File: config.mk
export PLATFORM = sky130hd
export DESIGN_NAME = reg_wb_arbiter_flat
export DESIGN_NICKNAME = d
export VERILOG_FILES = /design/src/rtl/reg_wb_arbiter_pkg.sv /design/src/rtl/reg_wb_arbiter_if.sv /design/src/rtl/reg_wb_arbiter_rr_arb2.sv /design/src/rtl/reg_wb_arbiter.sv /design/src/flat_wrapper.sv
export SDC_FILE = /design/constraint.sdc
export NUM_CORES = 1
export LEC_CHECK = 0
export CORE_MARGIN = 4
export CORE_UTILIZATION = 30
export CTS_CLUSTER_DIAMETER = 100
export DETAILED_ROUTE_END_ITERATION = 10
export SLEW_MARGIN = 20
export SYNTH_ARGS = -nofsm -noshare
export SYNTH_HDL_FRONTEND = slang
export SYNTH_HIERARCHICAL = 1
export SYNTH_SLANG_ARGS = --single-unit
File: constraint.sdc
create_clock -name clk -period 2.27 [get_ports clk]
set_input_delay 0.3405 -clock clk [delete_from_list [all_inputs] [get_ports clk]]
set_output_delay 0.3405 -clock clk [all_outputs]
set_load 0.02 [all_outputs]
File: src/rtl/reg_wb_arbiter_pkg.sv
// Shared types and constants for the register-file writeback arbiter.
package reg_wb_arbiter_pkg;

    localparam int REG_LEN = 32;    // register width
    localparam int REG_NUM = 32;    // number of architectural registers (x0..x31)

    // Requester bit positions in the two-bit request/grant vectors
    localparam int REQ_ALU = 0;
    localparam int REQ_MEM = 1;

    typedef enum logic {
        WB_ST_CLEAR = 1'b0,
        WB_ST_RUN   = 1'b1
    } wb_state_e;

    typedef enum logic {
        WB_PRIO_ALU = 1'b0,
        WB_PRIO_MEM = 1'b1
    } wb_prio_e;

endpackage

File: src/rtl/reg_wb_arbiter_if.sv
// Writeback bus: ALU and load requesters, clear request, and the register-file write port.
interface reg_wb_arbiter_if #(
    parameter int ADDR_LEN = 5
) ();
    import reg_wb_arbiter_pkg::*;

    logic                clr_req;

    logic                alu_valid;
    logic [ADDR_LEN-1:0] alu_rd;
    logic [REG_LEN-1:0]  alu_data;
    logic                alu_ready;

    logic                mem_valid;
    logic [ADDR_LEN-1:0] mem_rd;
    logic [REG_LEN-1:0]  mem_data;
    logic                mem_ready;

    logic                reg_wr;
    logic [ADDR_LEN-1:0] rd;
    logic [REG_LEN-1:0]  rd_d;
    logic                busy;

    // Requester / register-file side
    modport master (
        output clr_req,
        output alu_valid, alu_rd, alu_data,
        input  alu_ready,
        output mem_valid, mem_rd, mem_data,
        input  mem_ready,
        input  reg_wr, rd, rd_d, busy
    );

    // Arbiter side
    modport slave (
        input  clr_req,
        input  alu_valid, alu_rd, alu_data,
        output alu_ready,
        input  mem_valid, mem_rd, mem_data,
        output mem_ready,
        output reg_wr, rd, rd_d, busy
    );

endinterface

File: src/rtl/reg_wb_arbiter_rr_arb2.sv
// Two-requester round-robin arbiter: combinational grant, priority flop flips after each grant.
module rr_arb2
    import reg_wb_arbiter_pkg::*;
(
    input  logic       clk,
    input  logic       rst_n,
    input  logic       en,
    input  logic [1:0] req,
    output logic [1:0] gnt
);

    wb_prio_e prio_q;
    wb_prio_e prio_d;

    // A lone requester wins outright; on a tie the side named by prio wins
    always_comb begin
        gnt = 2'b00;
        if (en) begin
            if (req == 2'b11) begin
                gnt = (prio_q == WB_PRIO_ALU) ? 2'b01 : 2'b10;
            end else begin
                gnt = req;
            end
        end
    end

    // After a grant the other side gets priority; with no grant priority holds
    always_comb begin
        prio_d = prio_q;
        if (gnt[REQ_ALU]) begin
            prio_d = WB_PRIO_MEM;
        end else if (gnt[REQ_MEM]) begin
            prio_d = WB_PRIO_ALU;
        end
    end

    // Priority register
    always_ff @(posedge clk or negedge rst_n) begin
        if (!rst_n) begin
            prio_q <= WB_PRIO_ALU;
        end else begin
            prio_q <= prio_d;
        end
    end

endmodule

File: src/rtl/reg_wb_arbiter.sv
// Owns the register-file write port: clears x1..x31 after reset or on request,
// then shares the port round-robin between the ALU and load writeback paths.
module reg_wb_arbiter
    import reg_wb_arbiter_pkg::*;
#(
    parameter int ADDR_LEN = 5
) (
    input  logic            clk,
    input  logic            rst_n,
    reg_wb_arbiter_if.slave bus
);

    localparam logic [ADDR_LEN-1:0] CLR_FIRST = ADDR_LEN'(1);
    localparam logic [ADDR_LEN-1:0] CLR_LAST  = ADDR_LEN'(REG_NUM - 1);

    wb_state_e           state_q, state_d;
    logic [ADDR_LEN-1:0] clr_cnt_q, clr_cnt_d;

    // Output register feeding the register file write port
    logic                wr_en_q, wr_en_d;
    logic [ADDR_LEN-1:0] wr_addr_q, wr_addr_d;
    logic [REG_LEN-1:0]  wr_data_q, wr_data_d;

    logic                arb_en;
    logic [1:0]          gnt;

    // Arbitration only in RUN, and a clear request pre-empts any grant
    assign arb_en = (state_q == WB_ST_RUN) && !bus.clr_req;

    rr_arb2 u_arb (
        .clk   (clk),
        .rst_n (rst_n),
        .en    (arb_en),
        .req   ({bus.mem_valid, bus.alu_valid}),
        .gnt   (gnt)
    );

    // State, clear counter and output register
    always_ff @(posedge clk or negedge rst_n) begin
        if (!rst_n) begin
            state_q   <= WB_ST_CLEAR;
            clr_cnt_q <= CLR_FIRST;
            wr_en_q   <= 1'b0;
            wr_addr_q <= '0;
            wr_data_q <= '0;
        end else begin
            state_q   <= state_d;
            clr_cnt_q <= clr_cnt_d;
            wr_en_q   <= wr_en_d;
            wr_addr_q <= wr_addr_d;
            wr_data_q <= wr_data_d;
        end
    end

    // Next state: CLEAR walks x1..x31 once, RUN returns to CLEAR on clr_req
    always_comb begin
        state_d   = state_q;
        clr_cnt_d = clr_cnt_q;
        case (state_q)
            WB_ST_CLEAR: begin
                if (clr_cnt_q == CLR_LAST) begin
                    state_d   = WB_ST_RUN;
                    clr_cnt_d = CLR_FIRST;
                end else begin
                    clr_cnt_d = clr_cnt_q + ADDR_LEN'(1);
                end
            end
            WB_ST_RUN: begin
                if (bus.clr_req) begin
                    state_d   = WB_ST_CLEAR;
                    clr_cnt_d = CLR_FIRST;
                end
            end
            default: begin
                state_d = WB_ST_CLEAR;
            end
        endcase
    end

    // Output register load: clear write, granted request, or idle (address/data hold)
    always_comb begin
        wr_en_d   = 1'b0;
        wr_addr_d = wr_addr_q;
        wr_data_d = wr_data_q;
        if (state_q == WB_ST_CLEAR) begin
            wr_en_d   = 1'b1;
            wr_addr_d = clr_cnt_q;
            wr_data_d = '0;
        end else if (gnt[REQ_ALU]) begin
            // x0 is hardwired: accept the request but suppress the write
            wr_en_d   = (bus.alu_rd != '0);
            wr_addr_d = bus.alu_rd;
            wr_data_d = bus.alu_data;
        end else if (gnt[REQ_MEM]) begin
            wr_en_d   = (bus.mem_rd != '0);
            wr_addr_d = bus.mem_rd;
            wr_data_d = bus.mem_data;
        end
    end

    assign bus.alu_ready = gnt[REQ_ALU];
    assign bus.mem_ready = gnt[REQ_MEM];
    assign bus.busy      = (state_q == WB_ST_CLEAR);
    assign bus.reg_wr    = wr_en_q;
    assign bus.rd        = wr_addr_q;
    assign bus.rd_d      = wr_data_q;

endmodule

File: src/flat_wrapper.sv
// flat-port wrapper written by rule: the top's interface ports become plain ports
module reg_wb_arbiter_flat import reg_wb_arbiter_pkg::*;
#(
    parameter int ADDR_LEN = 5
)
  (clk, rst_n, bus_clr_req, bus_alu_valid, bus_alu_rd, bus_alu_data, bus_alu_ready, bus_mem_valid, bus_mem_rd, bus_mem_data, bus_mem_ready, bus_reg_wr, bus_rd, bus_rd_d, bus_busy);
  reg_wb_arbiter_if #(.ADDR_LEN(ADDR_LEN)) bus_i ();
  input  logic clk;
  input  logic rst_n;
  input wire logic [$bits(bus_i.clr_req)-1:0] bus_clr_req;
  input wire logic [$bits(bus_i.alu_valid)-1:0] bus_alu_valid;
  input wire logic [$bits(bus_i.alu_rd)-1:0] bus_alu_rd;
  input wire logic [$bits(bus_i.alu_data)-1:0] bus_alu_data;
  output wire logic [$bits(bus_i.alu_ready)-1:0] bus_alu_ready;
  input wire logic [$bits(bus_i.mem_valid)-1:0] bus_mem_valid;
  input wire logic [$bits(bus_i.mem_rd)-1:0] bus_mem_rd;
  input wire logic [$bits(bus_i.mem_data)-1:0] bus_mem_data;
  output wire logic [$bits(bus_i.mem_ready)-1:0] bus_mem_ready;
  output wire logic [$bits(bus_i.reg_wr)-1:0] bus_reg_wr;
  output wire logic [$bits(bus_i.rd)-1:0] bus_rd;
  output wire logic [$bits(bus_i.rd_d)-1:0] bus_rd_d;
  output wire logic [$bits(bus_i.busy)-1:0] bus_busy;
  assign bus_i.clr_req = bus_clr_req;
  assign bus_i.alu_valid = bus_alu_valid;
  assign bus_i.alu_rd = bus_alu_rd;
  assign bus_i.alu_data = bus_alu_data;
  assign bus_alu_ready = bus_i.alu_ready;
  assign bus_i.mem_valid = bus_mem_valid;
  assign bus_i.mem_rd = bus_mem_rd;
  assign bus_i.mem_data = bus_mem_data;
  assign bus_mem_ready = bus_i.mem_ready;
  assign bus_reg_wr = bus_i.reg_wr;
  assign bus_rd = bus_i.rd;
  assign bus_rd_d = bus_i.rd_d;
  assign bus_busy = bus_i.busy;
  reg_wb_arbiter #(.ADDR_LEN(ADDR_LEN)) u_core (.clk(clk), .rst_n(rst_n), .bus(bus_i));
endmodule
==> metrics.txt <==
Met3 Wirelength=around 660 µm; max layer used=met4; first-pass GRT wire length=11,600 µm; # IOs=120; vias in the first global route=between 2,000 and 2,500; WS Path Type=input port to flop; Avg Cell Area, Syn=10.9 µm²; crit share post-route=0.851; M1 WL=3130 µm; post-synthesis sequential area ratio=0.421; Initial Util=0.307; pin count of the biggest net entering global routing=40; ANT nets after route=0; ANT cells=0; FF+latch count, synth=45; Worst EP required=2420 ps; Yosys cell types=30; fin area=0.00412 mm²; Post-synth ARST share=1.00; Final Hold Vio Count=0; DRT Wirelength=7460 µm; drt wl/cell=15.6 µm; min cycle time layout=1930 ps; die area=0.0105 mm²; antenna violations before repair=0; CTS resizes=0; fin. max-slew vios=0; Slew @ Worst Pin=628 ps; register area=approximately 0.0011 mm²; worst hold path class=input port to async pin; syn_nets=roughly 330; Root Driver=clkbuf_8; Post-Syn Instances=246; max_slew headroom=0.582; CTS H-tree lvls=2; clock buffer depth=2; Via density=between 4 and 5; Lkg Pwr=0.00159 µW; fillers=852; CTS Hold Bufs=0; met2 WL=about 3600 µm; synthesized area=0.00268 mm²; Core Footprint=0.00872 mm²; clk slew on worst S/H paths=80 ps; Peak supply drop=0.313 mV; Die Span Y=103 µm; clock skew=8.61 ps; multi-input logic area=around 0.0014 mm²; Post-synth EDFFs=0; slowest stage delay, CP=420 ps; Total Routing Usage GR=0.140; share of layout cells above drive strength 1=0.307; placed wire-length estimate=5610 µm; TritonCTS buffer count=5; drt first pass iters=3; # setup viols final=0; crit start category=input port; setup bufs post-CTS=0; number of buffers added on ports=between 100 and 150; status=complete, no violations; CP cell instances=clkdlybuf4s50_1 -> nor2b_1 -> nand2_1 -> a21oi_4 -> buf_4 -> inv_2 -> buf_4 -> nand2_2 -> a21oi_2; Overflow after GRT=0; Critical Path Fanout Max=25; placed cell areas=0.00403 mm²; nets@finish=452; slowest CP cell=clkdlybuf4s50_1; Synthesis Warnings=6; P per Cell Area=666 mW/mm²; CP Data Arrival Time=2080 ps; DRT iter0 DRCs=69; Die X=103 µm; worst-skew pair later-pin latency=about 290 ps; clock sinks=45; RSZ-0062 raised after global routing=false; TritonCTS clock tree=yes; synthesis-to-finish area growth=53.8%; Crit. End Element=flop; number of remaining DRC errors=0; row count=34; DR vias=2,238; setup tns final=0 ps; crit-path most repeated cell=buf_4; Max-cap violations=0; routability cong.=0.795; Fmax=518 MHz; Synth Flop Type=dfrtp_1
## Yosys cell counts (2+ instances only)
cell type / n / share of area
inv_1: 3 / 0.0042
buf_4: 4 / 0.011
nor3_1: 3 / 0.0056
and3_1: 2 / 0.0047
o22ai_1: 2 / 0.0047
nand2_1: 49 / 0.069
a21oi_1: 5 / 0.0093
mux2_4: 32 / 0.18
dfrtp_1: 44 / 0.41
a211oi_1: 5 / 0.014
nand2_2: 20 / 0.047
a21oi_2: 33 / 0.11
buf_12: 3 / 0.022
buf_2: 6 / 0.011
nor2b_1: 6 / 0.014
ha_1: 2 / 0.0093
clkbuf_1: 3 / 0.0042
o21ai_0: 7 / 0.013
o2bb2ai_1: 6 / 0.020
## path summary, 6_finish.rpt
path                                startpoint                   to  slack, ps  cells past startpoint
min in group clk           u_core/clr_cnt_q[0]  u_core/clr_cnt_q[0]        510                      1
min reg2reg                u_core/clr_cnt_q[0]  u_core/clr_cnt_q[0]        510                      1
min                                      rst_n   u_core/bus.rd_d[0]         20                      1
max in group asynchronous                rst_n  u_core/clr_cnt_q[0]       1630                      2
max reg2reg                     u_core/state_q  u_core/bus.rd_d[17]        440                      8
max                                bus_clr_req  u_core/bus.rd_d[17]        340                      9
## stage by stage
| stage | setup slack, ps | total power [µW] | hold slack [ps] | util | std cells |
|---|---|---|---|---|---|
| global placement | 43.4 | 2260 | 358 | 0.462 | 472 |
| floorplan | 198 | 1790 | 44.9 | - | 246 |
| CTS | 9.44 | 2800 | 37.5 | 0.472 | 479 |
| global route | 215 | 2920 | 54.5 | 0.473 | 479 |
| finish | 338 | 2750 | 21.7 | 0.473 | 479 |
| detailed placement | -2.40 | 2280 | 364 | 0.462 | 472 |
## registers in the layout (all words and copies together), names as in the netlist
register	flops
u_core/u_arb/prio_q	1
u_core/clr_cnt_q	5
u_core/state_q	1
u_core/bus.rd	5
u_core/bus.rd_d	32
u_core/bus.reg_wr	1
## routing by layer
metal	GRT usage	vias up
li1	-	1085
met1	0.175	1076
met2	0.242	72
met3	0.0386	5
met4	0.0313	0
met5	0	-
## placed cells by master (no fill, tap or decap), types with 5 or more instances in the layout
cell and n:
nand2_2 20, buf_4 14, nor2b_1 6, o2bb2ai_1 6, clkbuf_8 6, a211oi_1 5
clkdlybuf4s50_1 116, a21oi_2 33, dfrtp_1 44, nand2_1 49, mux2_4 32, o21ai_0 7
## report_power, final
group	internal (µW)	switching [µW]	total, µW	leakage [µW]
sequential	930	88.2	1020	0.000604
clock	242	256	498	0.0000443
combinational	586	644	1230	0.000945
## cell families after synthesis
| family | Yosys count | share of synthesized area |
|---|---|---|
| AOI/OAI and AO/OA | 59 | 0.172 |
| DFF | 45 | 0.421 |
| adders and majority gates | 2 | 0.00934 |
| buffers and inverters | 22 | 0.0644 |
| and+or+nand+nor | 85 | 0.151 |
| muxes | 33 | 0.183 |
## area by class of cell
class                      instances  area share
multi-input combinational        179       0.340
timing repair buffer             136       0.329
sequential                        45       0.273
tap                              108      0.0328
clock buffer                       7      0.0209
inverter                           4     0.00364
## worst max-delay path: cells and delay by family
kind / cells / cell delay, ps
compound gates: 2 / 190
simple gates: 3 / 460
buf+inv: 4 / 1070
Note: power is estimated with default switching activity, not from simulation.
==> RTL edit: new RTL, same flow settings <==
`ADDR_LEN` is set to 5 in 3 places; all go to 4.
--- a/src/rtl/reg_wb_arbiter_if.sv
+++ b/src/rtl/reg_wb_arbiter_if.sv
@@ -1,5 +1,5 @@
 // Writeback bus: ALU and load requesters, clear request, and the register-file write port.
 interface reg_wb_arbiter_if #(
-    parameter int ADDR_LEN = 5
+    parameter int ADDR_LEN = 4
 ) ();
     import reg_wb_arbiter_pkg::*;
--- a/src/rtl/reg_wb_arbiter.sv
+++ b/src/rtl/reg_wb_arbiter.sv
@@ -4,5 +4,5 @@
     import reg_wb_arbiter_pkg::*;
 #(
-    parameter int ADDR_LEN = 5
+    parameter int ADDR_LEN = 4
 ) (
     input  logic            clk,
--- a/src/flat_wrapper.sv
+++ b/src/flat_wrapper.sv
@@ -2,5 +2,5 @@
 module reg_wb_arbiter_flat import reg_wb_arbiter_pkg::*;
 #(
-    parameter int ADDR_LEN = 5
+    parameter int ADDR_LEN = 4
 )
   (clk, rst_n, bus_clr_req, bus_alu_valid, bus_alu_rd, bus_alu_data, bus_alu_ready, bus_mem_valid, bus_mem_rd, bus_mem_data, bus_mem_ready, bus_reg_wr, bus_rd, bus_rd_d, bus_busy);
Ports: changed (resized bus_alu_rd, bus_mem_rd and bus_rd); port bits go from 120 to 117. The function was not compared with the original's and may differ.
==> RTL edit against the unedited design <==
  * Final area fell by 11%
  * Sequential share of layout area rose by 2.0 points
  * Total power shrank 19%
  * Die area shrank 14%
  * Area after synthesis is 15% lower
  * Cell count is 12% lower
  * Worst setup slack got worse by 0.093 ns
  * Fmax fell by 4.6%
  * Sequential cell count decreased by 2
  * Routed wire length down 14%
  * Largest cell class is now buffers
  * Largest power group is now sequential cells
  * Highest routed layer unchanged
==> RTL edit: results (changes against the unedited design) <==
placement-stage cell area 3570 um2 (was 4030 um2); multi-input gates 140 (was 179); via count of the first global-routing pass 2038 (was 2403); reg-to-reg endpoint u_core/bus.rd[2] (was u_core/bus.rd_d[17]); met1 usage in global routing 17.2% (was 17.5%); worst-case hold slack 0.0111 ns (was 0.0217 ns); Fillers 705 (was 852); Leak Pwr 0.00144 uW (was 0.00159 uW); Clock Buffer Count 8 (was 7); share of cell area taken by flip-flops and latches 29.3% (was 27.3%); result of the run finished, final reports clean (unchanged); Routed met1 length 2.58 mm (was 3.13 mm); final-layout non-clock buffer area share 34.0% (was 32.9%); share of synthesized area spent on multiplexers 29.8% (was 18.3%); met2 WL 3.23 mm (was 3.64 mm); area of combinational cells with multiple inputs 1100 um2 (was 1400 um2); endpoint arrival time on the critical path 2.19 ns (was 2.08 ns); setup ws final 0.245 ns (was 0.338 ns); tightest slew margin relative to the limit 66.5% (was 58.2%); maximum number of pins on one net before global-route repair 39 (was 40); Layout Skew 0.00177 ns (was 0.00861 ns); global routing usage on met2 24.6% (was 24.2%); adder and majority gate portion of the synthesized area 0.551% (was 0.934%); distinct cell type count after synthesis 29 (was 30); Met3 Routed Length 568 um (was 660 um); share of post-route cells with drive strength above 1 14.6% (was 30.7%); count of placed standard cells including taps 412 (was 472); area added between synthesis and finish 61.8% (was 53.8%); PortBufs 116 (was 119); Synth Net Count 280 (was 327); IR Drop Worst-Case VDD 0.192 mV (was 0.313 mV); Via-to-Cell Ratio 4.57 (was 4.67); top cells by area, synth sky130_fd_sc_hd__dfrtp_1 46%, sky130_fd_sc_hd__mux2i_1 15%, sky130_fd_sc_hd__mux2_2 8.4%, sky130_fd_sc_hd__mux2_4 6.0%, sky130_fd_sc_hd__nor2_1 5.6% (was sky130_fd_sc_hd__dfrtp_1 41%, sky130_fd_sc_hd__mux2_4 18%, sky130_fd_sc_hd__a21oi_2 11%, sky130_fd_sc_hd__nand2_1 6.9%, sky130_fd_sc_hd__nand2_2 4.7%); post-cts resize count 1 (was 0); post-placement worst setup slack -0.0513 ns (was -0.00240 ns)
-- RTL edit: cell count changes in the layout (fill, tap and decap cells not counted), moves of 3 or more --
cell	before	now
sky130_fd_sc_hd__nand2_1	49	8
sky130_fd_sc_hd__mux2i_1	1	35
sky130_fd_sc_hd__nor2_1	1	34
sky130_fd_sc_hd__a21oi_2	33	1
sky130_fd_sc_hd__mux2_4	32	9
sky130_fd_sc_hd__nand2_2	20	0
sky130_fd_sc_hd__mux2_2	0	17
sky130_fd_sc_hd__buf_4	14	7
sky130_fd_sc_hd__o2bb2ai_1	6	1
sky130_fd_sc_hd__a211oi_1	5	8
sky130_fd_sc_hd__clkdlybuf4s50_1	116	113
sky130_fd_sc_hd__nor2b_1	6	3
sky130_fd_sc_hd__nor3_1	3	0
-- RTL edit: worst reg2reg max path, delay by kind of cell (launching register included) --
family | cells | cell delay, ns
AO/OA/AOI/OAI | 3 | 0.44
buffers and inverters | 3 | 0.73
AND/OR/NAND/NOR | 2 | 0.19
flip-flops | 1 | 0.36
